==> src/rtl/dma_bus_arbiter_if.sv <==
`default_nettype none
// +----------------------------------------------------------------------------+
// | Module      : dma_bus_arbiter_if                                           |
// | Description : Bus bundle between the CPU port, the memory/OAM decoders     |
// |               and the OAM DMA arbiter.                                     |
// |   mstb                  M-cycle strobe (T4 of every M-cycle)               |
// |   cpu_adr/rd/wr/dout    CPU request side        cpu_din  CPU read data     |
// |   mem_adr/rd/wr/dout    external memory bus     mem_din  memory read data  |
// |   oam_adr/dout/wr       OAM write port          dma_active DMA owns bus    |
// |   modport slave  : the arbiter                                             |
// |   modport master : the surrounding system (CPU, memory, OAM)               |
// | Revision    : 1.0 - initial release                                        |
// +----------------------------------------------------------------------------+
interface dma_bus_arbiter_if;
  logic        mstb;
  logic [15:0] cpu_adr;
  logic        cpu_rd;
  logic        cpu_wr;
  logic [7:0]  cpu_dout;
  logic [7:0]  cpu_din;
  logic [15:0] mem_adr;
  logic        mem_rd;
  logic        mem_wr;
  logic [7:0]  mem_dout;
  logic [7:0]  mem_din;
  logic [7:0]  oam_adr;
  logic [7:0]  oam_dout;
  logic        oam_wr;
  logic        dma_active;

  modport slave (
    input  mstb, cpu_adr, cpu_rd, cpu_wr, cpu_dout, mem_din,
    output cpu_din, mem_adr, mem_rd, mem_wr, mem_dout,
           oam_adr, oam_dout, oam_wr, dma_active
  );

  modport master (
    output mstb, cpu_adr, cpu_rd, cpu_wr, cpu_dout, mem_din,
    input  cpu_din, mem_adr, mem_rd, mem_wr, mem_dout,
           oam_adr, oam_dout, oam_wr, dma_active
  );
endinterface
`default_nettype wire

==> src/rtl/dma_bus_arbiter.sv <==
`default_nettype none
// +----------------------------------------------------------------------------+
// | Module      : dma_bus_arbiter                                              |
// | Description : OAM DMA controller and CPU/DMA arbiter for the shared        |
// |               external memory bus. Owns the DMA source register; a write   |
// |               to it copies OAM_LEN bytes from {src,idx} into OAM while     |
// |               the CPU is restricted to HRAM.                               |
// |   clk      system clock (one per T-cycle)                                  |
// |   reset_n  synchronous, active-low reset                                   |
// |   bus      dma_bus_arbiter_if.slave (CPU, memory and OAM sides)            |
// | Revision    : 1.0 - initial release                                        |
// +----------------------------------------------------------------------------+
module dma_bus_arbiter #(
  parameter int          OAM_LEN = 160,
  parameter logic [15:0] DMA_REG = 16'hff46
) (
  input  wire logic           clk,
  input  wire logic           reset_n,
  dma_bus_arbiter_if.slave    bus
);

  localparam int                IDX_W      = $clog2(OAM_LEN);
  localparam logic [IDX_W-1:0]  c_idx_last = IDX_W'(OAM_LEN - 1);
  localparam logic [15:0]       c_hram_lo  = 16'hff80;
  localparam logic [15:0]       c_hram_hi  = 16'hfffe;

  typedef enum logic [1:0] {
    ST_IDLE  = 2'd0,
    ST_START = 2'd1,
    ST_RUN   = 2'd2
  } state_t;

  state_t           r_state, w_state_nxt;
  logic [7:0]       r_src, w_src_nxt;
  logic [IDX_W-1:0] r_idx, w_idx_nxt;
  // Set when the current START was entered from RUN: the bus stays with DMA
  // across a restart, but not across the very first START.
  logic             r_restart, w_restart_nxt;

  logic       w_is_reg, w_is_hram, w_reg_wr, w_run, w_dma_own, w_cpu_fwd;
  logic [7:0] w_idx8;

  assign w_is_reg  = (bus.cpu_adr == DMA_REG);
  assign w_is_hram = (bus.cpu_adr >= c_hram_lo) && (bus.cpu_adr <= c_hram_hi);
  assign w_reg_wr  = bus.cpu_wr && w_is_reg;
  assign w_run     = (r_state == ST_RUN);
  assign w_dma_own = w_run || ((r_state == ST_START) && r_restart);
  assign w_idx8    = 8'(r_idx);
  // CPU access reaches mem_* unless it targets the DMA register or DMA holds
  // the bus and the address is outside HRAM.
  assign w_cpu_fwd = (bus.cpu_rd || bus.cpu_wr) && !w_is_reg &&
                     (!w_dma_own || w_is_hram);

  always_ff @(posedge clk) begin
    if (!reset_n) begin
      r_state   <= ST_IDLE;
      r_src     <= 8'hff;
      r_idx     <= '0;
      r_restart <= 1'b0;
    end else if (bus.mstb) begin
      r_state   <= w_state_nxt;
      r_src     <= w_src_nxt;
      r_idx     <= w_idx_nxt;
      r_restart <= w_restart_nxt;
    end
  end

  always_comb begin
    w_state_nxt   = r_state;
    w_src_nxt     = w_reg_wr ? bus.cpu_dout : r_src;
    w_idx_nxt     = r_idx;
    w_restart_nxt = r_restart;
    case (r_state)
      ST_IDLE: begin
        if (w_reg_wr) begin
          w_state_nxt   = ST_START;
          w_restart_nxt = 1'b0;
        end
      end
      ST_START: begin
        w_idx_nxt   = '0;
        w_state_nxt = w_reg_wr ? ST_START : ST_RUN;
      end
      ST_RUN: begin
        if (w_reg_wr) begin
          // This M-cycle's OAM byte is still written; the copy restarts.
          w_state_nxt   = ST_START;
          w_restart_nxt = 1'b1;
          w_idx_nxt     = '0;
        end else if (r_idx == c_idx_last) begin
          w_state_nxt = ST_IDLE;
          w_idx_nxt   = '0;
        end else begin
          w_idx_nxt = r_idx + 1'b1;
        end
      end
      default: w_state_nxt = ST_IDLE;
    endcase
  end

  always_comb begin
    bus.mem_adr  = 16'h0000;
    bus.mem_rd   = 1'b0;
    bus.mem_wr   = 1'b0;
    bus.mem_dout = 8'h00;
    bus.cpu_din  = 8'hff;
    if (w_dma_own) begin
      bus.mem_adr = {r_src, w_idx8};
      bus.mem_rd  = w_run;
    end
    // An HRAM access during DMA takes the bus for that M-cycle.
    if (w_cpu_fwd) begin
      bus.mem_adr  = bus.cpu_adr;
      bus.mem_rd   = bus.cpu_rd;
      bus.mem_wr   = bus.cpu_wr;
      bus.mem_dout = bus.cpu_dout;
    end
    if (bus.cpu_rd) begin
      if (w_is_reg)       bus.cpu_din = r_src;
      else if (w_cpu_fwd) bus.cpu_din = bus.mem_din;
    end
  end

  // Gating with reset_n keeps a reset that lands on a strobe from writing OAM.
  assign bus.oam_wr     = w_run && bus.mstb && reset_n;
  assign bus.oam_adr    = w_run ? w_idx8 : 8'h00;
  assign bus.oam_dout   = w_run ? bus.mem_din : 8'h00;
  assign bus.dma_active = w_dma_own;

endmodule
`default_nettype wire

==> src/flat_wrapper.sv <==
// flat-port wrapper written by rule: the top's interface ports become plain ports
module dma_bus_arbiter_flat 
#(
  parameter int          OAM_LEN = 160,
  parameter logic [15:0] DMA_REG = 16'hff46
)
  (clk, reset_n, bus_mstb, bus_cpu_adr, bus_cpu_rd, bus_cpu_wr, bus_cpu_dout, bus_mem_din, bus_cpu_din, bus_mem_adr, bus_mem_rd, bus_mem_wr, bus_mem_dout, bus_oam_adr, bus_oam_dout, bus_oam_wr, bus_dma_active);
  dma_bus_arbiter_if bus_i ();
  input  wire logic clk;
  input  wire logic reset_n;
  input wire logic [$bits(bus_i.mstb)-1:0] bus_mstb;
  input wire logic [$bits(bus_i.cpu_adr)-1:0] bus_cpu_adr;
  input wire logic [$bits(bus_i.cpu_rd)-1:0] bus_cpu_rd;
  input wire logic [$bits(bus_i.cpu_wr)-1:0] bus_cpu_wr;
  input wire logic [$bits(bus_i.cpu_dout)-1:0] bus_cpu_dout;
  input wire logic [$bits(bus_i.mem_din)-1:0] bus_mem_din;
  output wire logic [$bits(bus_i.cpu_din)-1:0] bus_cpu_din;
  output wire logic [$bits(bus_i.mem_adr)-1:0] bus_mem_adr;
  output wire logic [$bits(bus_i.mem_rd)-1:0] bus_mem_rd;
  output wire logic [$bits(bus_i.mem_wr)-1:0] bus_mem_wr;
  output wire logic [$bits(bus_i.mem_dout)-1:0] bus_mem_dout;
  output wire logic [$bits(bus_i.oam_adr)-1:0] bus_oam_adr;
  output wire logic [$bits(bus_i.oam_dout)-1:0] bus_oam_dout;
  output wire logic [$bits(bus_i.oam_wr)-1:0] bus_oam_wr;
  output wire logic [$bits(bus_i.dma_active)-1:0] bus_dma_active;
  assign bus_i.mstb = bus_mstb;
  assign bus_i.cpu_adr = bus_cpu_adr;
  assign bus_i.cpu_rd = bus_cpu_rd;
  assign bus_i.cpu_wr = bus_cpu_wr;
  assign bus_i.cpu_dout = bus_cpu_dout;
  assign bus_i.mem_din = bus_mem_din;
  assign bus_cpu_din = bus_i.cpu_din;
  assign bus_mem_adr = bus_i.mem_adr;
  assign bus_mem_rd = bus_i.mem_rd;
  assign bus_mem_wr = bus_i.mem_wr;
  assign bus_mem_dout = bus_i.mem_dout;
  assign bus_oam_adr = bus_i.oam_adr;
  assign bus_oam_dout = bus_i.oam_dout;
  assign bus_oam_wr = bus_i.oam_wr;
  assign bus_dma_active = bus_i.dma_active;
  dma_bus_arbiter #(.OAM_LEN(OAM_LEN), .DMA_REG(DMA_REG)) u_core (.clk(clk), .reset_n(reset_n), .bus(bus_i));
endmodule
==> config.mk <==
export PLATFORM = sky130hd
export DESIGN_NAME = dma_bus_arbiter_flat
export DESIGN_NICKNAME = d
export VERILOG_FILES = /design/src/rtl/dma_bus_arbiter_if.sv /design/src/rtl/dma_bus_arbiter.sv /design/src/flat_wrapper.sv
export SDC_FILE = /design/constraint.sdc
export NUM_CORES = 1
export LEC_CHECK = 0
export CORE_AREA = 2 2 69 71
export CTS_CLUSTER_DIAMETER = 40
export DETAILED_ROUTE_END_ITERATION = 8
export DIE_AREA = 0 0 71 73
export PLACE_DENSITY = 0.86
export SLEW_MARGIN = 20
export SYNTH_ARGS = -nofsm -noshare
export SYNTH_HDL_FRONTEND = slang
export SYNTH_SLANG_ARGS = --single-unit
==> constraint.sdc <==
create_clock -name clk -period 1.9 [get_ports clk]
set_input_delay 0.285 -clock clk [delete_from_list [all_inputs] [get_ports clk]]
set_output_delay 0.285 -clock clk [all_outputs]
set_load 0.01 [all_outputs]
==> PnR_summary.wiki, run 1 <==
{| class="wikitable"
! Metric !! Value
|-
| Result of the run || finished with violations
|-
| Violations in the final reports || negative setup slack
|-
| Slew Limit Headroom || 0.799
|-
| RSZ-0062 raised after global routing || true
|-
| Final Cycle Share || 1.18
|-
| CTS tree || done
|-
| Power Density || approximately 340 nW/um2
|-
| H-tree lvl count || 1
|-
| Top flip-flop cell by instance count after synthesis || dfxtp_1
|-
| Number of instances in the synthesized netlist || 201
|-
| Pin count of the biggest net entering global routing || 17
|-
| Area added between synthesis and finish || 97.2%
|-
| Required time of the worst setup path || 1620 ps
|-
| Number of optimization iterations in the first detailed-route pass || 4
|-
| Leakage power || around 1.3 nW
|-
| Synth cell types || 33
|-
| Clock latency reported for the late side of the worst-skew pair || about 260 ps
|-
| Final Max Tran Viols || 0
|-
| Number of DRC markers in iteration 0 || 268
|-
| HPWL Detailed || approximately 4200 um
|-
| Clock root buffer master || clkbuf_8
|-
| Placed Instance Area || roughly 2600 um2
|-
| Clock transition time at the flip-flop clock pins of the worst setup and hold paths || about 70 ps
|-
| Placer's final routability congestion estimate || about 0.84
|-
| Most frequent standard cell in the layout excluding fill and tap cells || buf_4
|-
| Initial core utilization || 0.321
|-
| Number of antenna violations at the first check in global routing || 0
|-
| Final Cell Area || around 2900 um2
|-
| Least setup slack across all paths after layout || -342 ps
|-
| I/O pin count || 89
|-
| Remaining antenna violation count || 0
|-
| Register-to-register setup slack || 120 ps
|-
| Mean routed wirelength per cell || approximately 17 um
|-
| Num rows || 25
|-
| Final number of setup-violating endpoints || 34
|-
| Total power after layout || ~1 mW
|-
| Share of post-route cells with drive strength above 1 || 0.367
|-
| Highest-count cells in the layout ignoring fill and taps || buf_4 (32), buf_2 (30), nand2_1 (26), and2_1 (20), clkdlybuf4s50_1 (20)
|-
| Max capacitance violation total || 0
|-
| Maximum vdd ir drop || ~0.00019 V
|-
| Horizontal die dimension || roughly 71 um
|-
| Clk buf depth || 2
|-
| Sequential area share after synthesis || 0.261
|-
| Mapped Nets || approximately 240
|-
| Buffers on Ports || approximately 90
|-
| Number of DRC violations after detailed routing || 0
|-
| Hold-fix buffers at CTS || 0
|-
| Startpoint Class || input port
|-
| Final hold violation count || 0
|-
| Fmax achieved || approximately 0.45 GHz
|-
| Proportion of synthesized flip-flops having asynchronous set or reset || 0
|-
| Wire length of the first global-routing pass || approximately 9500 um
|-
| Number of enable-type register cells in the synthesized netlist || 0
|-
| Count of vias placed by the detailed router || approximately 2,200
|-
| Aggregate routed wire length || 6700 um
|-
| Flops & latches, synth || 19
|-
| Vertical extent of the die || about 73 um
|-
| Final clock skew || between 5 and 6 ps
|-
| Number of global-route vias before repair || about 2,000
|-
| Maximum fanout count along the critical path || 6
|-
| Area enclosed by the die boundary || a little over 5000 um2
|-
| Netlist Area Pre-Place || 1460 um2
|-
| Detailed-route vias per instance || between 5 and 6
|-
| GRT overflow || 0
|-
| Type of the most critical hold path || flip-flop to flip-flop
|-
| Number of antenna diodes || 0
|-
| Clock buffers created by TritonCTS || 3
|-
| Shortest period the worst path allows || 2240 ps
|-
| GR Util All Layers || 0.229
|-
| CP Data Arrival Time || just under 2000 ps
|-
| Kind of critical path || input port to output port
|-
| Pin slew with the least headroom to its limit || between 200 and 300 ps
|-
| Final #Nets || 374
|-
| Count of warnings emitted by yosys || 0
|-
| Crit path capture type || output port
|-
| Avg Synthesized Cell Area || ~7.2 um2
|-
| Total clock sinks || 19
|-
| Core Area || roughly 4500 um2
|}
-- cell usage after synthesis (2+ instances only) --
cell      count  area, um2
dfxtp_1      19        380
xor2_1        5       43.8
nor3_1        9       45.0
nand2_1      26       97.6
buf_2         2       10.0
a22o_1       16        140
and2_1       27        169
nand3_1      12       60.1
a21oi_1       7       35.0
clkbuf_1      8       30.0
nor2_1       18       67.6
and3_1        4       25.0
o21ai_0      12       60.1
inv_1         6       22.5
ha_1          6       75.1
nand4_1       7       43.8
-- stage by stage --
stage / utilization / setup TNS (ps) / setup WS [ps] / hold slack, ps / instances
2_1_floorplan: - / -23.4 / -23.4 / 409 / 201
3_3_place_gp: 0.578 / -37900 / -913 / 487 / 365
6_report: 0.633 / -8400 / -342 / 510 / 384
5_1_grt: 0.633 / -10930 / -421 / 531 / 384
3_5_place_dp: 0.578 / -39660 / -956 / 491 / 365
4_1_cts: 0.598 / -13290 / -481 / 501 / 380
-- layer usage --
| metal | track usage | up-vias | wire [um] |
|---|---|---|---|
| li1 | - | 981 | - |
| met1 | 0.262 | 1003 | 2430 |
| met2 | 0.416 | 159 | 3450 |
| met3 | 0.0304 | 24 | 662 |
| met4 | 0.115 | 0 | 157 |
| met5 | 0 | - | 0 |
-- path summary, 6_finish.rpt --
| kind | from | endpoint | cells after the start |
|---|---|---|---|
| worst min-delay path | u_core.r_src[1]$_SDFFE_PN1P_ | u_core.r_src[1]$_SDFFE_PN1P_ | 2 |
| worst max register to register | u_core.r_state[0]$_SDFFE_PN0P_ | u_core.r_idx[3]$_SDFFE_PN0P_ | 8 |
| worst min register to register | u_core.r_src[1]$_SDFFE_PN1P_ | u_core.r_src[1]$_SDFFE_PN1P_ | 2 |
| worst max-delay path | bus_cpu_adr[13] | bus_mem_adr[1] | 10 |
-- cells by family after synthesis --
logic type	share of synthesized area
compound gates	0.202
xor+xnor	0.0301
fa+ha+maj	0.0516
buf+inv	0.0482
flops	0.261
simple gates	0.407
-- report_power, final --
part           leakage [nW]  internal (mW)  switching [mW]
Combinational          1.15          0.181           0.125
Clock                0.0228          0.149           0.136
Sequential            0.155          0.395      0.00000185
Total                  1.33          0.725           0.261
-- final cells by class --
class | instances | area, um2
clock buffers | 4 | 45.0
inverters | 6 | 22.5
well taps | 54 | 67.6
fillers | 326 | 1670
multi-input cells | 166 | 1160
repair buffers | 135 | 1180
flip-flops and latches | 19 | 388
-- state kept, by name, summed over array words and instances, names as in the netlist --
signal            count
u_core.r_state        2
u_core.r_src          8
u_core.r_restart      1
u_core.r_idx          8
-- what timing repair did --
item | CTS | global route
setup buffers | 8 | 5
gates cloned | 4 | 2
pin swaps | 23 | 10
resized for setup | 215 | 51
setup endpoints to repair | 71 | 53
-- critical path, cell delays in order --
cell             delay [ps]
clkdlybuf4s15_1         200
nand4_1                 150
buf_4                   180
nor4_4                  280
buf_4                   160
o21ai_4                  70
buf_12                  140
buf_16                  130
a22o_1                  200
buf_2                   140
Note: power is estimated with default switching activity, not from simulation.
==> run 2: changes to the inputs <==
--- a/config.mk
+++ b/config.mk
@@ -5,11 +5,11 @@
 export SDC_FILE = /design/constraint.sdc
 export NUM_CORES = 1
 export LEC_CHECK = 0
-export CORE_AREA = 2 2 69 71
+export CORE_AREA = 2 2 68 70
 export CTS_CLUSTER_DIAMETER = 40
 export DETAILED_ROUTE_END_ITERATION = 8
-export DIE_AREA = 0 0 71 73
-export PLACE_DENSITY = 0.86
+export DIE_AREA = 0 0 70 72
+export PLACE_DENSITY = 0.85
 export SLEW_MARGIN = 20
 export SYNTH_ARGS = -nofsm -noshare
 export SYNTH_HDL_FRONTEND = slang
==> constraint.sdc (replaced) <==
create_clock -name clk -period 2.4 [get_ports clk]
set_input_delay 0.36 -clock clk [delete_from_list [all_inputs] [get_ports clk]]
set_output_delay 0.36 -clock clk [all_outputs]
set_load 0.01 [all_outputs]
==> run 2 against run 1 <==
- the flow now finishes without violations
- first-iteration DRC count shrank 45%
- setup slack better by 400 ps
- largest cell class unchanged
- core utilization shrank 1.5 points
- routed wire length shrank 18%
- power decreased by 22%
- combinational power is 27% lower
- via count fell by 11%
- design area is 8.2% lower
- largest power group unchanged
- non-clock buffer count down 9
- global-route usage shrank 0.58 points
==> PnR_summary.wiki, run 2 (synthesized netlist as in run 1, its figures left out) <==
{| class="wikitable"
! Metric !! Value
|-
| Area added between synthesis and finish || 81.2%
|-
| Num rows || 24 (-4.0%)
|-
| Clock buffers created by TritonCTS || 3 (unchanged)
|-
| Count of vias placed by the detailed router || 1,937 (-11%)
|-
| Detailed-route vias per instance || 5.21 (-7.7%)
|-
| Number of optimization iterations in the first detailed-route pass || 4 (unchanged)
|-
| GRT overflow || 0 (unchanged)
|-
| Hold-fix buffers at CTS || 0 (unchanged)
|-
| Initial core utilization || 0.341 (+0.0204)
|-
| Most frequent standard cell in the layout excluding fill and tap cells || clkdlybuf4s50_1
|-
| Result of the run || complete, no violations
|-
| Required time of the worst setup path || 2040 ps (+420 ps)
|-
| Clock root buffer master || clkbuf_8
|-
| Critical Path, Cell by Cell || buf_6 -> or4_4 -> nor4_4 -> buf_6 -> buf_4 -> nor3_1 -> o21ai_0 -> buf_2
|-
| Remaining antenna violation count || 0 (unchanged)
|-
| Clock transition time at the flip-flop clock pins of the worst setup and hold paths || 70 ps (about the same)
|-
| Worst setup slack after placement || -645 ps (+310 ps)
|-
| Buffers on Ports || 88 (unchanged)
|-
| Mean routed wirelength per cell || 14.8 um (-15%)
|-
| Crit path capture type || output port
|-
| Worst reg2reg path startpoint || u_core.r_state[0]$_SDFFE_PN0P_
|-
| Final Cycle Share || 0.976
|-
| Start point of the critical path || bus_cpu_adr[4]
|-
| Final Cell Area || 2640 um2 (-8.2%)
|-
| Maximum vdd ir drop || 0.000237 V (+23%)
|-
| CP Data Arrival Time || 1980 ps (+20 ps)
|-
| Final number of setup-violating endpoints || 0 (-100%)
|-
| Final #Nets || 364 (-2.7%)
|-
| Placed Instance Area || 2620 um2 (unchanged)
|-
| Max capacitance violation total || 0 (unchanged)
|-
| Vertical extent of the die || 72 um (-1.4%)
|-
| Area enclosed by the die boundary || 5040 um2 (-2.8%)
|-
| Final hold violation count || 0 (unchanged)
|-
| Total clock sinks || 19 (unchanged)
|-
| Number of DRC markers in iteration 0 || 147 (-45%)
|-
| I/O pin count || 89 (unchanged)
|-
| Fmax achieved || around 0.43 GHz
|-
| CTS tree || done
|-
| Largest registers || u_core.r_idx (8), u_core.r_src (8), u_core.r_state (2)
|-
| Slowest Stage Delay on Critical Path || 550 ps (+270 ps)
|-
| H-tree lvl count || 1 (unchanged)
|-
| Library cell contributing the largest single delay on the critical path || or4_4
|-
| Origin of the worst min-delay path || u_core.r_src[6]$_SDFFE_PN1P_
|-
| Final Max Tran Viols || 0 (unchanged)
|-
| Number of antenna violations at the first check in global routing || 0 (unchanged)
|-
| HPWL Detailed || 4090 um (-1.6%)
|-
| Fillcell total || 368 (+13%)
|-
| Clk buf depth || 2 (unchanged)
|-
| Type of the most critical hold path || flip-flop to flip-flop
|-
| Final-layout setup total negative slack || 0 ps (+8400 ps)
|-
| Shortest period the worst path allows || roughly 2300 ps
|-
| Number of DRC violations after detailed routing || 0 (unchanged)
|-
| Pin slew with the least headroom to its limit || 323 ps (+24.8 ps)
|-
| Aggregate routed wire length || 5520 um (-18%)
|-
| Number of antenna diodes || 0 (unchanged)
|-
| Core Area || 4260 um2 (-6.0%)
|-
| Startpoint Class || input port
|-
| Total power after layout || 0.765 mW (-22%)
|-
| Clock latency reported for the late side of the worst-skew pair || 260 ps (about the same)
|-
| Most frequent CP cell || buf_6
|-
| Horizontal die dimension || 70 um (-1.4%)
|-
| Kind of critical path || input port to output port
|-
| Number of global-route vias before repair || 1,842 (-6.5%)
|-
| GR Util All Layers || 0.223 (-0.00581)
|-
| Leakage power || 1.21 nW (-9.3%)
|-
| Slew Limit Headroom || 0.783 (-0.0160)
|-
| Least setup slack across all paths after layout || 56.8 ps (+399 ps)
|-
| Final clock skew || 2.49 ps (-2.85 ps)
|-
| Highest-count cells in the layout ignoring fill and taps || clkdlybuf4s50_1 (38), buf_4 (33), buf_2 (28), nand2_1 (26), and2_1 (19)
|-
| RSZ-0062 raised after global routing || true
|-
| Pin count of the biggest net entering global routing || 20 (+3)
|-
| Wire length of the first global-routing pass || 9190 um (-3.3%)
|-
| Maximum fanout count along the critical path || 4 (-2)
|-
| Share of post-route cells with drive strength above 1 || 0.294 (-0.0729)
|-
| Placer's final routability congestion estimate || 0.807 (-4.2%)
|-
| Power Density || 290 nW/um2 (-15%)
|}
-- run 2: through the flow --
stage	std cells	hold slack, ps	util
after floorplan	201	461	-
after global placement	364	484	0.615
after detailed placement	364	491	0.615
after CTS	373	502	0.618
after global routing	372	533	0.618
final	372	498	0.618
-- run 2: critical path, delay by kind of cell --
family,cells,cell delay (ps)
compound gates,1,150
buf+inv,4,540
simple gates,3,920
-- run 2: path summary, 6_finish.rpt --
path                                                endpoint  slack [ps]  depth (start not counted)
worst max register to register  u_core.r_idx[7]$_SDFFE_PN0P_         640                          9
worst min register to register  u_core.r_src[6]$_SDFFE_PN1P_         500                          2
worst max-delay path                          bus_cpu_din[3]          60                          8
worst min-delay path            u_core.r_src[6]$_SDFFE_PN1P_         500                          2
-- run 2: cell type report --
cell class	instances	area, um2	area share
flip-flops and latches	19	382	0.145
multi-input cells	165	1050	0.400
repair buffers	126	1070	0.405
clock buffers	4	45.0	0.0171
inverters	6	22.5	0.00854
well taps	52	65.1	0.0247
-- run 2: per-layer routing --
| metal | GRT usage | vias to the layer above | part of all wire |
|---|---|---|---|
| met5 | 0 | - | 0 |
| met4 | 0.0491 | 0 | 0.010 |
| met3 | 0.0417 | 7 | 0.069 |
| met2 | 0.382 | 79 | 0.49 |
| met1 | 0.294 | 898 | 0.43 |
| li1 | - | 953 | - |
-- run 2: power breakdown --
part | switching (mW) | internal, mW | total [mW]
Combinational | 0.0899 | 0.134 | 0.224
Sequential | 0.00000122 | 0.315 | 0.315
Clock | 0.108 | 0.118 | 0.226
Total | 0.198 | 0.567 | 0.765
-- run 2: what timing repair did --
item | in CTS | in global routing
pin swaps | 18 | 14
endpoints found under the setup margin | 34 | 34
gates resized for setup | 185 | 10
setup buffers | 4 | 0
hold endpoints to repair | 0 | 0
gates cloned | 1 | 0
==> RTL edit 1, RTL diff (settings of run 2) <==
`DMA_REG` is set to 16'hff46 in 2 places; all go to 16'hbf74.
--- a/src/rtl/dma_bus_arbiter.sv
+++ b/src/rtl/dma_bus_arbiter.sv
@@ -13,5 +13,5 @@
 module dma_bus_arbiter #(
   parameter int          OAM_LEN = 160,
-  parameter logic [15:0] DMA_REG = 16'hff46
+  parameter logic [15:0] DMA_REG = 16'hbf74
 ) (
   input  wire logic           clk,
--- a/src/flat_wrapper.sv
+++ b/src/flat_wrapper.sv
@@ -3,5 +3,5 @@
 #(
   parameter int          OAM_LEN = 160,
-  parameter logic [15:0] DMA_REG = 16'hff46
+  parameter logic [15:0] DMA_REG = 16'hbf74
 )
   (clk, reset_n, bus_mstb, bus_cpu_adr, bus_cpu_rd, bus_cpu_wr, bus_cpu_dout, bus_mem_din, bus_cpu_din, bus_mem_adr, bus_mem_rd, bus_mem_wr, bus_mem_dout, bus_oam_adr, bus_oam_dout, bus_oam_wr, bus_dma_active);
Function: changed (Yosys sat finds a counterexample within 4 cycles, from zero or initial values and one cycle with reset_n low).
==> RTL edit 1 against run 2 <==
- the flow now finishes with violations (negative setup slack)
- largest cell class is now multi-input gates
- area after synthesis grew 8.3%
- total power is 2.9% higher
- count of clock-buffer cells in the layout shrank 1
- largest power group unchanged
- sequential cell count is the same
- setup slack got worse by 0.062 ns
- global-route usage up 1.8 points
- cell area grew 8.1%
- wire length up 12%
==> RTL edit 1: results (changes against run 2) <==
metric;value;unit;change
dpl.cell_count;356;;was 364
synthTopCellsByCount;nand2_1, and2_1, nor2_1, dfxtp_1, a22o_1;;was and2_1, nand2_1, dfxtp_1, nor2_1, a22o_1
worst-endpoint-arrival;2.04;ns;was 1.98 ns
grt_antenna_before_repair;0;;unchanged
post_synth_num_cell_types;47;;was 33
synth-seq-area-share;24.1;%;was 26.1%
run_status;finished with violations;;was finished clean
library_cell_used_as_clock_root_buffer;clkbuf_8;;unchanged
wl_met3;424;um;was 379 um
crit_path_max_fanout;6;;was 4
nFillCells;349;;was 368
via_count;2034;;was 1937
post_route_cells_drive_above_1_share;32.3;%;was 29.4%
first_drt_iteration_drcs;93;;was 147
setup.reg_to_reg.worst_slack;0.49;ns;was 0.64 ns
vdd_ir_max;0.187;mV;was 0.237 mV
grt_max_degree;23;;was 20
setup_viol;1;;was 0
wl_met1;2470;um;was 2400 um
leakagePower;1.20;nW;was 1.21 nW
failed_checks;negative setup slack;;
timing_worst_slew_pin_value;0.409;ns;was 0.323 ns
wl_met2;3170;um;was 2680 um
setup_slack;-0.00496;ns;was 0.0568 ns
track_usage;24.1;%;was 22.3%
gpl.final_weighted_congestion;0.931;;was 0.807
synth_nets;246;;was 244
placed_inst_area;2650;um^2;was 2620 um^2
synth_cells;203;;was 201
first_pass_grt_wire_length;9850;um;was 9190 um
grt_pass1_vias;2089;;was 1842
worst_clock_skew;0.00457;ns;was 0.00249 ns
synthTopCellsByArea;dfxtp_1, and2_1, a22o_1, nand2_1, mux2i_1;;was dfxtp_1, and2_1, a22o_1, nand2_1, ha_1
route.final.wire_length;6180;um;was 5520 um
clk_pin_slew;0.07;ns;about the same
post_layout_nonfiller_instances;374;;was 372
dp_hpwl;4230;um;was 4090 um
cts_buffers;3;;unchanged
==> RTL edit 1: cell types whose count changed in the layout (fill, tap and decap cells not counted), sizes merged, moves of 4 or more <==
cell and change:
clkbuf +4, dlygate4sd2 -5, clkdlybuf4s15 +8, buf -6, mux2i +8, nor2 +4
nand3 -8
==> RTL edit 1: path summary, 6_finish.rpt <==
| kind | startpoint | endpoint | cells past startpoint |
|---|---|---|---|
| setup / recovery | bus_cpu_adr[11] | bus_mem_adr[11] | 9 |
| hold / removal | u_core.r_idx[1]$_SDFFE_PN0P_ | u_core.r_idx[1]$_SDFFE_PN0P_ | 2 |
| hold reg to reg | u_core.r_idx[1]$_SDFFE_PN0P_ | u_core.r_idx[1]$_SDFFE_PN0P_ | 2 |
| setup reg to reg | u_core.r_idx[0]$_SDFFE_PN0P_ | u_core.r_state[0]$_SDFFE_PN0P_ | 6 |
==> RTL edit 1: repair_timing <==
action / in CTS / in global routing
setup endpoints to repair: 34 / 32
pin swaps: 18 / 6
setup buffers: 8 / 3
resized for setup: 172 / 32
gates cloned: 4 / 0
==> RTL edit 1: critical path, stage by stage <==
cell and delay, ns:
dlygate4sd2_1 0.21, and4_1 0.23, nand2_1 0.08, o31a_1 0.31, nor3_4 0.25, buf_6 0.19, buf_16 0.13, a22o_1 0.17
buf_6 0.11
==> RTL edit 1: final cells by class <==
type	count	area, um^2	area share, %
multi-input combinational	170	1190	41.8
timing repair buffer	126	1140	40.1
sequential	19	388	13.6
tap	52	65.1	2.28
clock buffer	3	41.3	1.45
inverter	3	16.3	0.571
clock inverter	1	5.00	0.176
==> RTL edit 1: kinds of logic (layout without fill, tap and decap cells) <==
family / after synthesis / after routing / synth area share, %
compound gates: 43 / 43 / 20.3
flops: 19 / 19 / 24.1
xor+xnor: 4 / 4 / 2.22
fa+ha+maj: 6 / 6 / 4.77
buf+inv: 14 / 133 / 5.32
mux: 8 / 8 / 5.08
simple gates: 109 / 109 / 38.1
==> RTL edit 1: through the flow <==
step	hold slack, ns	utilization, %	worst slack, ns	TNS (ns)	total power [mW]
6_report	0.519	66.8	-0.00496	-0.00496	0.787
5_1_grt	0.555	66.8	-0.0450	-0.313	0.812
4_1_cts	0.524	65.4	0.0152	0	0.782
3_5_place_dp	0.511	62.2	-0.639	-19.35	0.559
3_3_place_gp	0.496	62.2	-0.559	-17.59	0.556
2_1_floorplan	0.466	-	0.387	0	0.400
==> RTL edit 1: where the power goes <==
group	switching [mW]	leakage, nW	internal [mW]
sequential	0.000000900	0.155	0.313
combinational	0.0993	1.02	0.142
clock	0.117	0.0255	0.116
==> RTL edit 1: per-layer routing <==
metal / vias to the layer above / global-route usage, %
met5: - / 0
met4: 0 / 9.40
met3: 9 / 3.47
met2: 89 / 44.0
met1: 967 / 28.6
li1: 969 / -
==> RTL edit 2, RTL diff (flow settings as in run 2) <==
Without the edit above. Reset style: asynchronous (`reset_n`), changed in one clocked block. Comments in the files are not updated.
--- a/src/rtl/dma_bus_arbiter.sv
+++ b/src/rtl/dma_bus_arbiter.sv
@@ -52,5 +52,5 @@
                      (!w_dma_own || w_is_hram);
 
-  always_ff @(posedge clk) begin
+  always_ff @(posedge clk or negedge reset_n) begin
     if (!reset_n) begin
       r_state   <= ST_IDLE;
Formal check against the unedited RTL: differs if reset_n is asserted again (counterexample within 4 cycles, from zero or initial values and one cycle with reset_n low); with reset_n held inactive, the same outputs for 4 cycles.
==> RTL edit 2 against run 2 <==
- the run now ends with negative setup slack left
- cell area rose by 10%
- wire length rose by 19%
- total power rose by 1.3%
- sequential power rose by 2%
- utilization rose by 6.5 points
- setup slack got worse by 0.24 ns
- worst hold slack got worse by 0.014 ns
- sequential cell count did not move
- area after synthesis rose by 15%
- critical endpoint is now bus_mem_adr[1]
- highest routed layer unchanged
==> RTL edit 2: results (changes against run 2) <==
metric;value;unit;change
worstRegToRegCells;7;;was 9
cts_buffer_depth;2;;unchanged
cts_buffers;3;;unchanged
htreeDepth;1;;unchanged
grt_max_degree;20;;unchanged
synth_nets;225;;was 244
overflow;0;;unchanged
postSynthAreaPerCell;9.18;um^2;was 7.24 um^2
route.final.wire_length;6540;um;was 5520 um
nFillCells;330;;was 368
rr_endpoint;u_core.r_state[1]$_DFFE_PN0P_;;was u_core.r_idx[7]$_SDFFE_PN0P_
final_net_count;354;;was 364
worst-endpoint-arrival;2.23;ns;was 1.98 ns
library_cell_used_as_clock_root_buffer;clkbuf_8;;unchanged
track_usage;25.3;%;was 22.3%
via_count;2035;;was 1937
first_pass_grt_wire_length;10200;um;was 9190 um
synthTopCellsByCount;and2_1, a22o_1, nor2_1, inv_1, dfrtp_1;;was and2_1, nand2_1, dfxtp_1, nor2_1, a22o_1
ys_async_sr_fraction;100;%;was 0%
setup_viol;32;;was 0
total_negative_slack_for_setup_checks;-3.40;ns;was 0 ns
setup.reg_to_reg.worst_slack;0.45;ns;was 0.64 ns
hold_viol;0;;unchanged
failed_checks;negative setup slack;;
critical_path_startpoint_category;input pin;;unchanged
place.port_buffers;88;;unchanged
max-slew-margin-rel;80.2;%;was 78.3%
synthTopCellsByArea;dfrtp_1, dfstp_2, a22o_1, mux2_4, and2_1;;was dfxtp_1, and2_1, a22o_1, nand2_1, ha_1
synth-seq-area-share;29.0;%;was 26.1%
clk-insertion-delay-late;0.26;ns;about the same
post_synth_num_cell_types;43;;was 33
ys_dominant_reg_cell;dfrtp_1;;was dfxtp_1
run_status;finished with violations;;was finished clean
worst_clock_skew;0.00454;ns;was 0.00249 ns
clk_pin_slew;0.07;ns;about the same
grt_antenna_before_repair;0;;unchanged
placed_inst_area;2790;um^2;was 2620 um^2
dpl_worst_slack;-0.958;ns;was -0.645 ns
gpl.final_weighted_congestion;0.916;;was 0.807
leakagePower;1.35;nW;was 1.21 nW
largestRegisters;u_core.r_idx (8), u_core.r_src (8), u_core.r_state (2);;unchanged
dpl.cell_count;344;;was 364
antennaDiodeCount;0;;unchanged
dp_hpwl;4390;um;was 4090 um
worstHoldPathType;in -> async;;was reg -> reg
grt_pass1_vias;2081;;was 1842
vdd_ir_max;0.170;mV;was 0.237 mV
worst_r2r_startpoint;u_core.r_idx[1]$_DFFE_PN0P_;;was u_core.r_state[0]$_SDFFE_PN0P_
yosys_warnings;0;;unchanged
via_density_per_instance;5.62;;was 5.21
post_route_cells_drive_above_1_share;42.3;%;was 29.4%
firstDrtPassIters;5;;was 4
first_drt_iteration_drcs;85;;was 147
crit_path_max_fanout;7;;was 4
setup_slack;-0.186;ns;was 0.0568 ns
-- RTL edit 2: cell types whose count changed after synthesis, moves of 8 or more --
cell	run 2	this run
a41oi_1	0	8
nand2_1	26	9
dfrtp_1	0	11
mux2_4	0	8
o21ai_0	12	4
dfxtp_1	19	0
dfstp_2	0	8
and2_1	27	18
-- RTL edit 2: worst max-delay path by stage --
stage                                from        endpoint  cells after the start
after CTS                  bus_cpu_adr[5]  bus_mem_adr[1]                      7
after global placement    bus_cpu_adr[15]  bus_mem_adr[6]                      8
after floorplan            bus_cpu_adr[0]  bus_cpu_din[0]                      5
after global routing       bus_cpu_adr[5]  bus_mem_adr[1]                      7
after detailed placement  bus_cpu_adr[15]      bus_mem_wr                      7
final                      bus_cpu_adr[5]  bus_mem_adr[1]                      7
-- RTL edit 2: timing repair --
item / in CTS / in global routing
setup endpoints to repair: 57 / 42
resized for setup: 214 / 17
hold buffers: 0 / 0
pin swaps: 22 / 2
gates cloned: 4 / 0
buffers inserted: 9 / 1
-- RTL edit 2: critical path, cell delays in order --
cell and delay [ns]:
buf_6 0.09, or4_1 0.51, or4_4 0.51, a21o_4 0.27, buf_6 0.14, a22o_1 0.20
buf_2 0.14
-- RTL edit 2: kinds of logic (layout without fill, tap and decap cells) --
| family | Yosys count | in the layout | share of synthesized area, % |
|---|---|---|---|
| compound gates | 49 | 51 | 23.8 |
| xor+xnor | 2 | 2 | 1.05 |
| fa+ha+maj | 6 | 6 | 4.49 |
| buf+inv | 21 | 146 | 6.51 |
| flops | 19 | 19 | 29.0 |
| mux | 8 | 8 | 7.19 |
| simple gates | 77 | 78 | 27.9 |
-- RTL edit 2: layout make-up --
cell class	count	area, um^2	share of cell area (%)
multi-input cells	145	1200	41.3
repair buffers	129	1060	36.5
flip-flops and latches	19	485	16.7
well taps	52	65.1	2.23
inverters	13	51.3	1.76
clock buffers	4	45.0	1.55
-- RTL edit 2: power by group --
| group | switching (mW) | internal, mW | leakage [nW] | total, mW |
|---|---|---|---|---|
| logic | 0.102 | 0.126 | 1.10 | 0.228 |
| clock network | 0.108 | 0.118 | 0.0228 | 0.226 |
| registers | 0.000162 | 0.321 | 0.231 | 0.321 |
| total | 0.210 | 0.565 | 1.35 | 0.775 |
-- RTL edit 2: metrics by stage --
stage          hold WS, ns  power, mW
2_1_floorplan       0.0644      0.401
3_3_place_gp         0.481      0.565
3_5_place_dp         0.506      0.568
4_1_cts              0.488      0.762
5_1_grt              0.529      0.800
6_report             0.485      0.775
-- RTL edit 2: routing by layer --
layer / up-vias / track usage, % / routed length, um / share of wire (%)
li1: 946 / - / - / -
met1: 946 / 30.7 / 2550 / 39
met2: 122 / 42.9 / 3160 / 48
met3: 21 / 6.11 / 627 / 9.6
met4: 0 / 11.1 / 208 / 3.2
met5: - / 0 / 0 / 0
